### src/rtl/psdi_pkg.sv
// Shared psdi_dsp types for the coefficient RAM path.
package psdi_pkg;

  localparam int COEF_ADDR_W = 7;
  localparam int COEF_DATA_W = 8;

  typedef enum logic {
    OWN_L = 1'b0,
    OWN_R = 1'b1
  } owner_t;

  typedef struct packed {
    logic   valid;
    owner_t owner;
  } tag_t;

  function automatic owner_t peer(owner_t o);
    return (o == OWN_L) ? OWN_R : OWN_L;
  endfunction

endpackage

### src/rtl/coef_ram_arbiter_if.sv
// Filter-side request/response bus plus the RAM port pair.
interface coef_ram_arbiter_if
  import psdi_pkg::*;
#(
  parameter int ADDR_W = COEF_ADDR_W,
  parameter int DATA_W = COEF_DATA_W
) ();

  logic              req0;
  logic              lock0;
  logic [ADDR_W-1:0] addr0;
  logic              gnt0;
  logic              rvalid0;
  logic [DATA_W-1:0] rdata0;

  logic              req1;
  logic              lock1;
  logic [ADDR_W-1:0] addr1;
  logic              gnt1;
  logic              rvalid1;
  logic [DATA_W-1:0] rdata1;

  logic [ADDR_W-1:0] ram_addr;
  logic [DATA_W-1:0] ram_dataout;

  modport master (
    output req0, lock0, addr0,
    output req1, lock1, addr1,
    output ram_dataout,
    input  gnt0, rvalid0, rdata0,
    input  gnt1, rvalid1, rdata1,
    input  ram_addr
  );

  modport slave (
    input  req0, lock0, addr0,
    input  req1, lock1, addr1,
    input  ram_dataout,
    output gnt0, rvalid0, rdata0,
    output gnt1, rvalid1, rdata1,
    output ram_addr
  );

endinterface

### src/rtl/coef_ram_arbiter_rr_arb2.sv
// Two-way round-robin arbiter with burst lock and starvation guard.
import psdi_pkg::*;

module rr_arb2 #(
  parameter int MAX_LOCK = 64
) (
  input  logic   clock,
  input  logic   reset,
  input  logic   req0,
  input  logic   lock0,
  input  logic   req1,
  input  logic   lock1,
  output logic   gnt0,
  output logic   gnt1,
  output owner_t owner
);

  localparam int CW = 8;

  owner_t        last_q, last_d;
  logic          held_q, held_d;
  logic [CW-1:0] cnt_q, cnt_d;
  logic          keep;
  logic          any;
  logic          lk;
  logic          other;

  always_ff @(posedge clock) begin
    if (reset) begin
      last_q <= OWN_R;
      held_q <= 1'b0;
      cnt_q  <= '0;
    end else begin
      last_q <= last_d;
      held_q <= held_d;
      cnt_q  <= cnt_d;
    end
  end

  always_comb begin
    owner  = last_q;
    last_d = last_q;
    held_d = 1'b0;
    cnt_d  = '0;
    gnt0   = 1'b0;
    gnt1   = 1'b0;
    lk     = 1'b0;
    other  = 1'b0;
    any    = !reset && (req0 || req1);
    keep   = held_q
          && ((last_q == OWN_L) ? req0 : req1)
          && (cnt_q < CW'(MAX_LOCK));

    unique case ({req1, req0})
      2'b11:   owner = keep ? last_q : peer(last_q);
      2'b01:   owner = OWN_L;
      2'b10:   owner = OWN_R;
      default: owner = last_q;
    endcase

    if (any) begin
      gnt0   = (owner == OWN_L);
      gnt1   = (owner == OWN_R);
      lk     = (owner == OWN_L) ? lock0 : lock1;
      other  = (owner == OWN_L) ? req1 : req0;
      last_d = owner;
      held_d = lk;
      // a fresh owner starts its burst count at one
      if (lk && other) begin
        cnt_d = ((owner == last_q) ? cnt_q : CW'(0)) + CW'(1);
      end
    end
  end

endmodule

### src/rtl/coef_ram_arbiter.sv
// Shares the coefficient RAM between the left and right lowpass filters.
import psdi_pkg::*;

module coef_ram_arbiter #(
  parameter int ADDR_W   = COEF_ADDR_W,
  parameter int DATA_W   = COEF_DATA_W,
  parameter int RAM_LAT  = 1,
  parameter int MAX_LOCK = 64
) (
  input logic               clock,
  input logic               reset,
  coef_ram_arbiter_if.slave bus
);

  logic              gnt0;
  logic              gnt1;
  owner_t            owner;
  logic [ADDR_W-1:0] addr_q;
  logic [DATA_W-1:0] coef;
  tag_t [RAM_LAT:0]  tags_q;
  tag_t              tag_in;

  rr_arb2 #(
    .MAX_LOCK (MAX_LOCK)
  ) u_arb (
    .clock (clock),
    .reset (reset),
    .req0  (bus.req0),
    .lock0 (bus.lock0),
    .req1  (bus.req1),
    .lock1 (bus.lock1),
    .gnt0  (gnt0),
    .gnt1  (gnt1),
    .owner (owner)
  );

  assign tag_in.valid = gnt0 || gnt1;
  assign tag_in.owner = owner;

  // the tag trails the address by RAM_LAT so it lines up with the data
  always_ff @(posedge clock) begin
    if (reset) begin
      addr_q <= '0;
      tags_q <= '0;
    end else begin
      if (tag_in.valid) begin
        addr_q <= (owner == OWN_L) ? bus.addr0 : bus.addr1;
      end
      tags_q[0] <= tag_in;
      for (int k = 1; k <= RAM_LAT; k++) begin
        tags_q[k] <= tags_q[k-1];
      end
    end
  end

  assign coef         = bus.ram_dataout;
  assign bus.gnt0     = gnt0;
  assign bus.gnt1     = gnt1;
  assign bus.ram_addr = addr_q;
  assign bus.rdata0   = coef;
  assign bus.rdata1   = coef;
  assign bus.rvalid0  = tags_q[RAM_LAT].valid
                     && (tags_q[RAM_LAT].owner == OWN_L);
  assign bus.rvalid1  = tags_q[RAM_LAT].valid
                     && (tags_q[RAM_LAT].owner == OWN_R);

endmodule

### src/flat_wrapper.sv
// flat-port wrapper written by rule: the top's interface ports become plain ports
module coef_ram_arbiter_flat 
#(
  parameter int ADDR_W   = COEF_ADDR_W,
  parameter int DATA_W   = COEF_DATA_W,
  parameter int RAM_LAT  = 1,
  parameter int MAX_LOCK = 64
)
  (clock, reset, bus_req0, bus_lock0, bus_addr0, bus_req1, bus_lock1, bus_addr1, bus_ram_dataout, bus_gnt0, bus_rvalid0, bus_rdata0, bus_gnt1, bus_rvalid1, bus_rdata1, bus_ram_addr);
  coef_ram_arbiter_if #(.ADDR_W(ADDR_W), .DATA_W(DATA_W)) bus_i ();
  input logic clock;
  input logic reset;
  input wire logic [$bits(bus_i.req0)-1:0] bus_req0;
  input wire logic [$bits(bus_i.lock0)-1:0] bus_lock0;
  input wire logic [$bits(bus_i.addr0)-1:0] bus_addr0;
  input wire logic [$bits(bus_i.req1)-1:0] bus_req1;
  input wire logic [$bits(bus_i.lock1)-1:0] bus_lock1;
  input wire logic [$bits(bus_i.addr1)-1:0] bus_addr1;
  input wire logic [$bits(bus_i.ram_dataout)-1:0] bus_ram_dataout;
  output wire logic [$bits(bus_i.gnt0)-1:0] bus_gnt0;
  output wire logic [$bits(bus_i.rvalid0)-1:0] bus_rvalid0;
  output wire logic [$bits(bus_i.rdata0)-1:0] bus_rdata0;
  output wire logic [$bits(bus_i.gnt1)-1:0] bus_gnt1;
  output wire logic [$bits(bus_i.rvalid1)-1:0] bus_rvalid1;
  output wire logic [$bits(bus_i.rdata1)-1:0] bus_rdata1;
  output wire logic [$bits(bus_i.ram_addr)-1:0] bus_ram_addr;
  assign bus_i.req0 = bus_req0;
  assign bus_i.lock0 = bus_lock0;
  assign bus_i.addr0 = bus_addr0;
  assign bus_i.req1 = bus_req1;
  assign bus_i.lock1 = bus_lock1;
  assign bus_i.addr1 = bus_addr1;
  assign bus_i.ram_dataout = bus_ram_dataout;
  assign bus_gnt0 = bus_i.gnt0;
  assign bus_rvalid0 = bus_i.rvalid0;
  assign bus_rdata0 = bus_i.rdata0;
  assign bus_gnt1 = bus_i.gnt1;
  assign bus_rvalid1 = bus_i.rvalid1;
  assign bus_rdata1 = bus_i.rdata1;
  assign bus_ram_addr = bus_i.ram_addr;
  coef_ram_arbiter #(.ADDR_W(ADDR_W), .DATA_W(DATA_W), .RAM_LAT(RAM_LAT), .MAX_LOCK(MAX_LOCK)) u_core (.clock(clock), .reset(reset), .bus(bus_i));
endmodule
### config.mk
export PLATFORM = sky130hd
export DESIGN_NAME = coef_ram_arbiter_flat
export DESIGN_NICKNAME = d
export VERILOG_FILES = /design/src/rtl/psdi_pkg.sv /design/src/rtl/coef_ram_arbiter_if.sv /design/src/rtl/coef_ram_arbiter_rr_arb2.sv /design/src/rtl/coef_ram_arbiter.sv /design/src/flat_wrapper.sv
export SDC_FILE = /design/constraint.sdc
export NUM_CORES = 1
export LEC_CHECK = 0
export ABC_CLOCK_PERIOD_IN_PS = 2810
export CORE_ASPECT_RATIO = 0.5
export CORE_MARGIN = 10
export CORE_UTILIZATION = 43
export DETAILED_ROUTE_END_ITERATION = 7
export HOLD_SLACK_MARGIN = 0.08
export PLACE_DENSITY = 0.92
export SLEW_MARGIN = 20
export SYNTH_ARGS = -nofsm -noshare
export SYNTH_HDL_FRONTEND = slang
export SYNTH_SLANG_ARGS = --single-unit
### constraint.sdc
create_clock -name clock -period 2.81 [get_ports clock]
set_input_delay 0.562 -clock clock [delete_from_list [all_inputs] [get_ports clock]]
set_output_delay 0.562 -clock clock [all_outputs]
set_load 0.05 [all_outputs]
==> run_results.csv, run 1 <==
group,metric,value,unit
critical_path,rr_endpoint,"u_core.bus.ram_addr[6]",
synth,syn_avg_cell_area,9.03,um^2
place,dp_hpwl,1970,um
power_and_ir_drop,p_sw,213,uW
detailed_routing,drc,0,
timing,finalSetupViolations,0,
critical_path,cp_cell_sequence,"or3b_1 > xnor2_4 > a21o_1 > nor2_1 > buf_12",
power_and_ir_drop,internal_power,495,uW
global_route,grt_pass1_vias,904,
detailed_routing,vias,885,
floorplanning,die_y,56.4,um
critical_path,crit_required,2.25,ns
synth,synth_area,0.00114,mm^2
synth,netlist_instances,126,
detailed_routing,detail_route.iter0.violations,42,
timing,relSlewSlack,0.663,
timing,setup_tns,0,ns
cells_and_area,fin_cells,176,
synth,synth_area_leaders,"dfxtp_1 37%, buf_4 11%, mux2i_1 5.3%",
place,io_buffers,30,
critical_path,reg2reg_slack,1.04,ns
global_route,met1_usage,0.0952,
place,dp.cells,172,
timing,fin_crit_sh,0.916,
power_and_ir_drop,p_sw_frac,0.301,
cells_and_area,insertedDiodeCount,0,
floorplanning,io_pins,55,
timing,fin_crit,2.57,ns
synth,synth-seq-cells,21,
clock_tree,root_buffer,"clkbuf_8",
clock_tree,cts.repair.resized,0,
timing,fmax,388,MHz
timing,final_hold_viol_count,0,
min_path,min_path_cells,1,
power_and_ir_drop,seqPwrFrac,0.459,
critical_path,worstSetupEndpointType,"output port",
clock_tree,clock-sinks,21,
min_path,hp-start,"u_core.tags_q[0]",
clock_tree,cts_tree,"yes",
synth,ys_types,36,
critical_path,cpPeakStageDelay,0.53,ns
clock_tree,htree_levels,1,
synth,synth_top_area_frac,0.370,
clock_tree,cts_setup_buffers,0,
power_and_ir_drop,leakage,0.523,nW
detailed_routing,routed_via_density,5.03,
critical_path,path_class,"flip-flop to output port",
cells_and_area,drive_gt1_frac,0.129,
global_route,grtUsageMet2,0.181,
detailed_routing,drt-pass1-iter-count,4,
global_route,antenna_found_initial,0,
detailed_routing,wire_per_inst,14.5,um
global_route,overflow,0,
power_and_ir_drop,clockPowerShare,0.291,
critical_path,critPathSlowestCell,"or3b_1",
clock_tree,clock_insertion_delay_worst_skew,0.27,ns
timing,tightest_slew,0.503,ns
global_route,grt_max_degree,14,
synth,syn-num-nets,154,
global_route,grt_busiest_layer,"met2",
floorplanning,start_util,0.445,
synth,ys_warn_count,0,
clock_tree,cts_buffers,3,
synth,seq_area_frac_synth,0.370,
detailed_routing,wirelength,2550,um
min_path,min_to,"u_core.tags_q[2]",
critical_path,rr_worst_depth,4,
synth,synth_top_area_cell,"dfxtp_1",
clock_tree,hold_buffers,0,
cells_and_area,final_nets,168,
place,gp_congestion,0.828,
run_status,status,"completed",
floorplanning,dieArea,0.00523,mm^2
critical_path,r2r-start,"u_core.u_arb.cnt_q[7]",
detailed_routing,ant_nets,0,
power_and_ir_drop,ir_drop,0.294,mV
timing,fin_skew,0.00183,ns
power_and_ir_drop,combPwrFrac,0.250,
flow_run,drv_cap,0,
clock_tree,clock_path_buffers,2,
timing,rsz0062_at_grt,"false",
critical_path,crit_arrival,2.01,ns
floorplanning,dieWidth,92.7,um
global_route,grt_pass1_wl,4270,um
critical_path,critPathLaunchType,"flip-flop",
clock_tree,clkSlewWorstSetupHoldPaths,0.08,ns
critical_path,crit_start,"u_core.u_arb.cnt_q[7]",
power_and_ir_drop,powerDensity,504,mW/mm^2
min_path,hold_path_class,"flip-flop to flip-flop",
timing,drv_slew,0,
floorplanning,coreArea,0.00255,mm^2
global_route,met3_usage,0.0477,
cells_and_area,area_delta_synth_final,23.5,%
floorplanning,rows,13,
global_route,track_usage,0.103,
critical_path,crit_path_max_fanout,9,
-- final cells by class --
| class | count | area, um^2 |
|---|---|---|
| multi-input cells | 80 | 546 |
| flip-flops and latches | 21 | 420 |
| clock buffers | 3 | 41.3 |
| fillers | 249 | 1150 |
| clock inverters | 1 | 5.00 |
| inverters | 1 | 3.75 |
| repair buffers | 33 | 343 |
| well taps | 37 | 46.3 |
-- Yosys cell counts --
master / instances
o22ai_1: 5
buf_2: 2
nand2_1: 4
or2_1: 1
o21ai_0: 1
nand2b_1: 5
a31oi_1: 5
or3b_1: 1
a22o_1: 1
o221a_1: 2
a211oi_1: 4
and2_1: 1
nor2_2: 6
xnor2_1: 2
mux2i_1: 6
dfxtp_1: 21
conb_1: 1
nor2b_1: 7
inv_1: 1
buf_4: 16
a221oi_1: 1
a41oi_1: 1
nor2_1: 12
o21ai_1: 2
clkbuf_1: 4
or2_2: 1
or3_4: 1
nor3b_1: 1
a31o_1: 1
xor2_1: 3
xnor2_4: 1
buf_6: 2
a22oi_1: 1
and3_1: 1
a21o_1: 1
nand3_1: 1
-- power groups by stage --
stage / logic (mW) / registers, mW / clock network [mW]
2_1_floorplan: 0.136 / 0.361 / 0
3_3_place_gp: 0.173 / 0.331 / 0
3_5_place_dp: 0.177 / 0.332 / 0
4_1_cts: 0.178 / 0.325 / 0.214
5_1_grt: 0.187 / 0.327 / 0.226
6_report: 0.177 / 0.325 / 0.206
-- per-layer routing --
layer / share of wire / routed length (um)
met2: 0.51 / 1300
met5: 0 / 0
met1: 0.39 / 994
met3: 0.069 / 177
met4: 0.033 / 84
-- state kept, by name, summed over array words and instances (netlist names) --
signal,cells
u_core.u_arb.cnt_q,8
u_core.bus.ram_addr,7
u_core.tags_q,4
u_core.u_arb.held_q,1
u_core.u_arb.last_q,1
-- worst max path at each step --
stage / to / cells after the start / slack (ns)
after floorplan: bus_gnt1 / 5 / 0.40
after global placement: bus_gnt1 / 5 / 0.54
after detailed placement: bus_gnt1 / 4 / 0.48
after CTS: bus_gnt1 / 5 / 0.22
after global routing: bus_gnt1 / 5 / 0.15
final: bus_gnt1 / 5 / 0.24
-- placed cells by master (no fill, tap or decap), drive strengths merged, types with 2 or more instances in the layout --
cell type | Yosys | layout
nand2b | 5 | 5
xnor2 | 3 | 3
buf | 20 | 5
mux2i | 6 | 6
o221a | 2 | 2
or2 | 2 | 2
nor2b | 7 | 7
clkbuf | 4 | 3
a211oi | 4 | 4
dfxtp | 21 | 21
nor2 | 18 | 18
nand2 | 4 | 4
a31oi | 5 | 5
o21ai | 3 | 3
clkdlybuf4s50 | 0 | 28
xor2 | 3 | 3
o22ai | 5 | 5
-- cells by family (layout without fill, tap and decap cells) --
kind of cell | count (synthesis) | after routing | synth area share
simple gates | 42 | 42 | 0.202
other cells | 1 | 1 | 0.00330
compound gates | 25 | 25 | 0.158
mux | 6 | 6 | 0.0528
buf+inv | 25 | 38 | 0.151
flops | 21 | 21 | 0.370
xor+xnor | 6 | 6 | 0.0627
-- per-stage QoR --
stage	utilization	hold slack (ns)	total power, mW	instance area (um^2)	setup slack (ns)
2_1_floorplan	-	0.414	0.498	1140	0.403
3_3_place_gp	0.532	0.426	0.503	1360	0.543
3_5_place_dp	0.532	0.427	0.508	1360	0.484
4_1_cts	0.550	0.446	0.717	1410	0.217
5_1_grt	0.550	0.453	0.740	1410	0.148
6_report	0.550	0.445	0.708	1410	0.235
-- worst max-delay path: cells and delay by family, from the launching register on --
family | cells | cell delay [ns]
simple gates | 2 | 0.75
flops | 1 | 0.31
compound gates | 1 | 0.28
xor+xnor | 1 | 0.23
buf+inv | 1 | 0.18
(Power assumes the default switching activity.)
==> run 2, diff against run 1 <==
Settings changed: HOLD_SLACK_MARGIN 0.08 to not set.
==> results of run 2 <==
Final layout, timing and power as in run 1 (identical DEF).
==> run 3, diff against run 2 <==
Settings changed: CTS_CLUSTER_DIAMETER set to 60, SLEW_MARGIN 20 to not set.
==> results of run 3 <==
Final layout, timing and power as in run 1 (identical DEF).
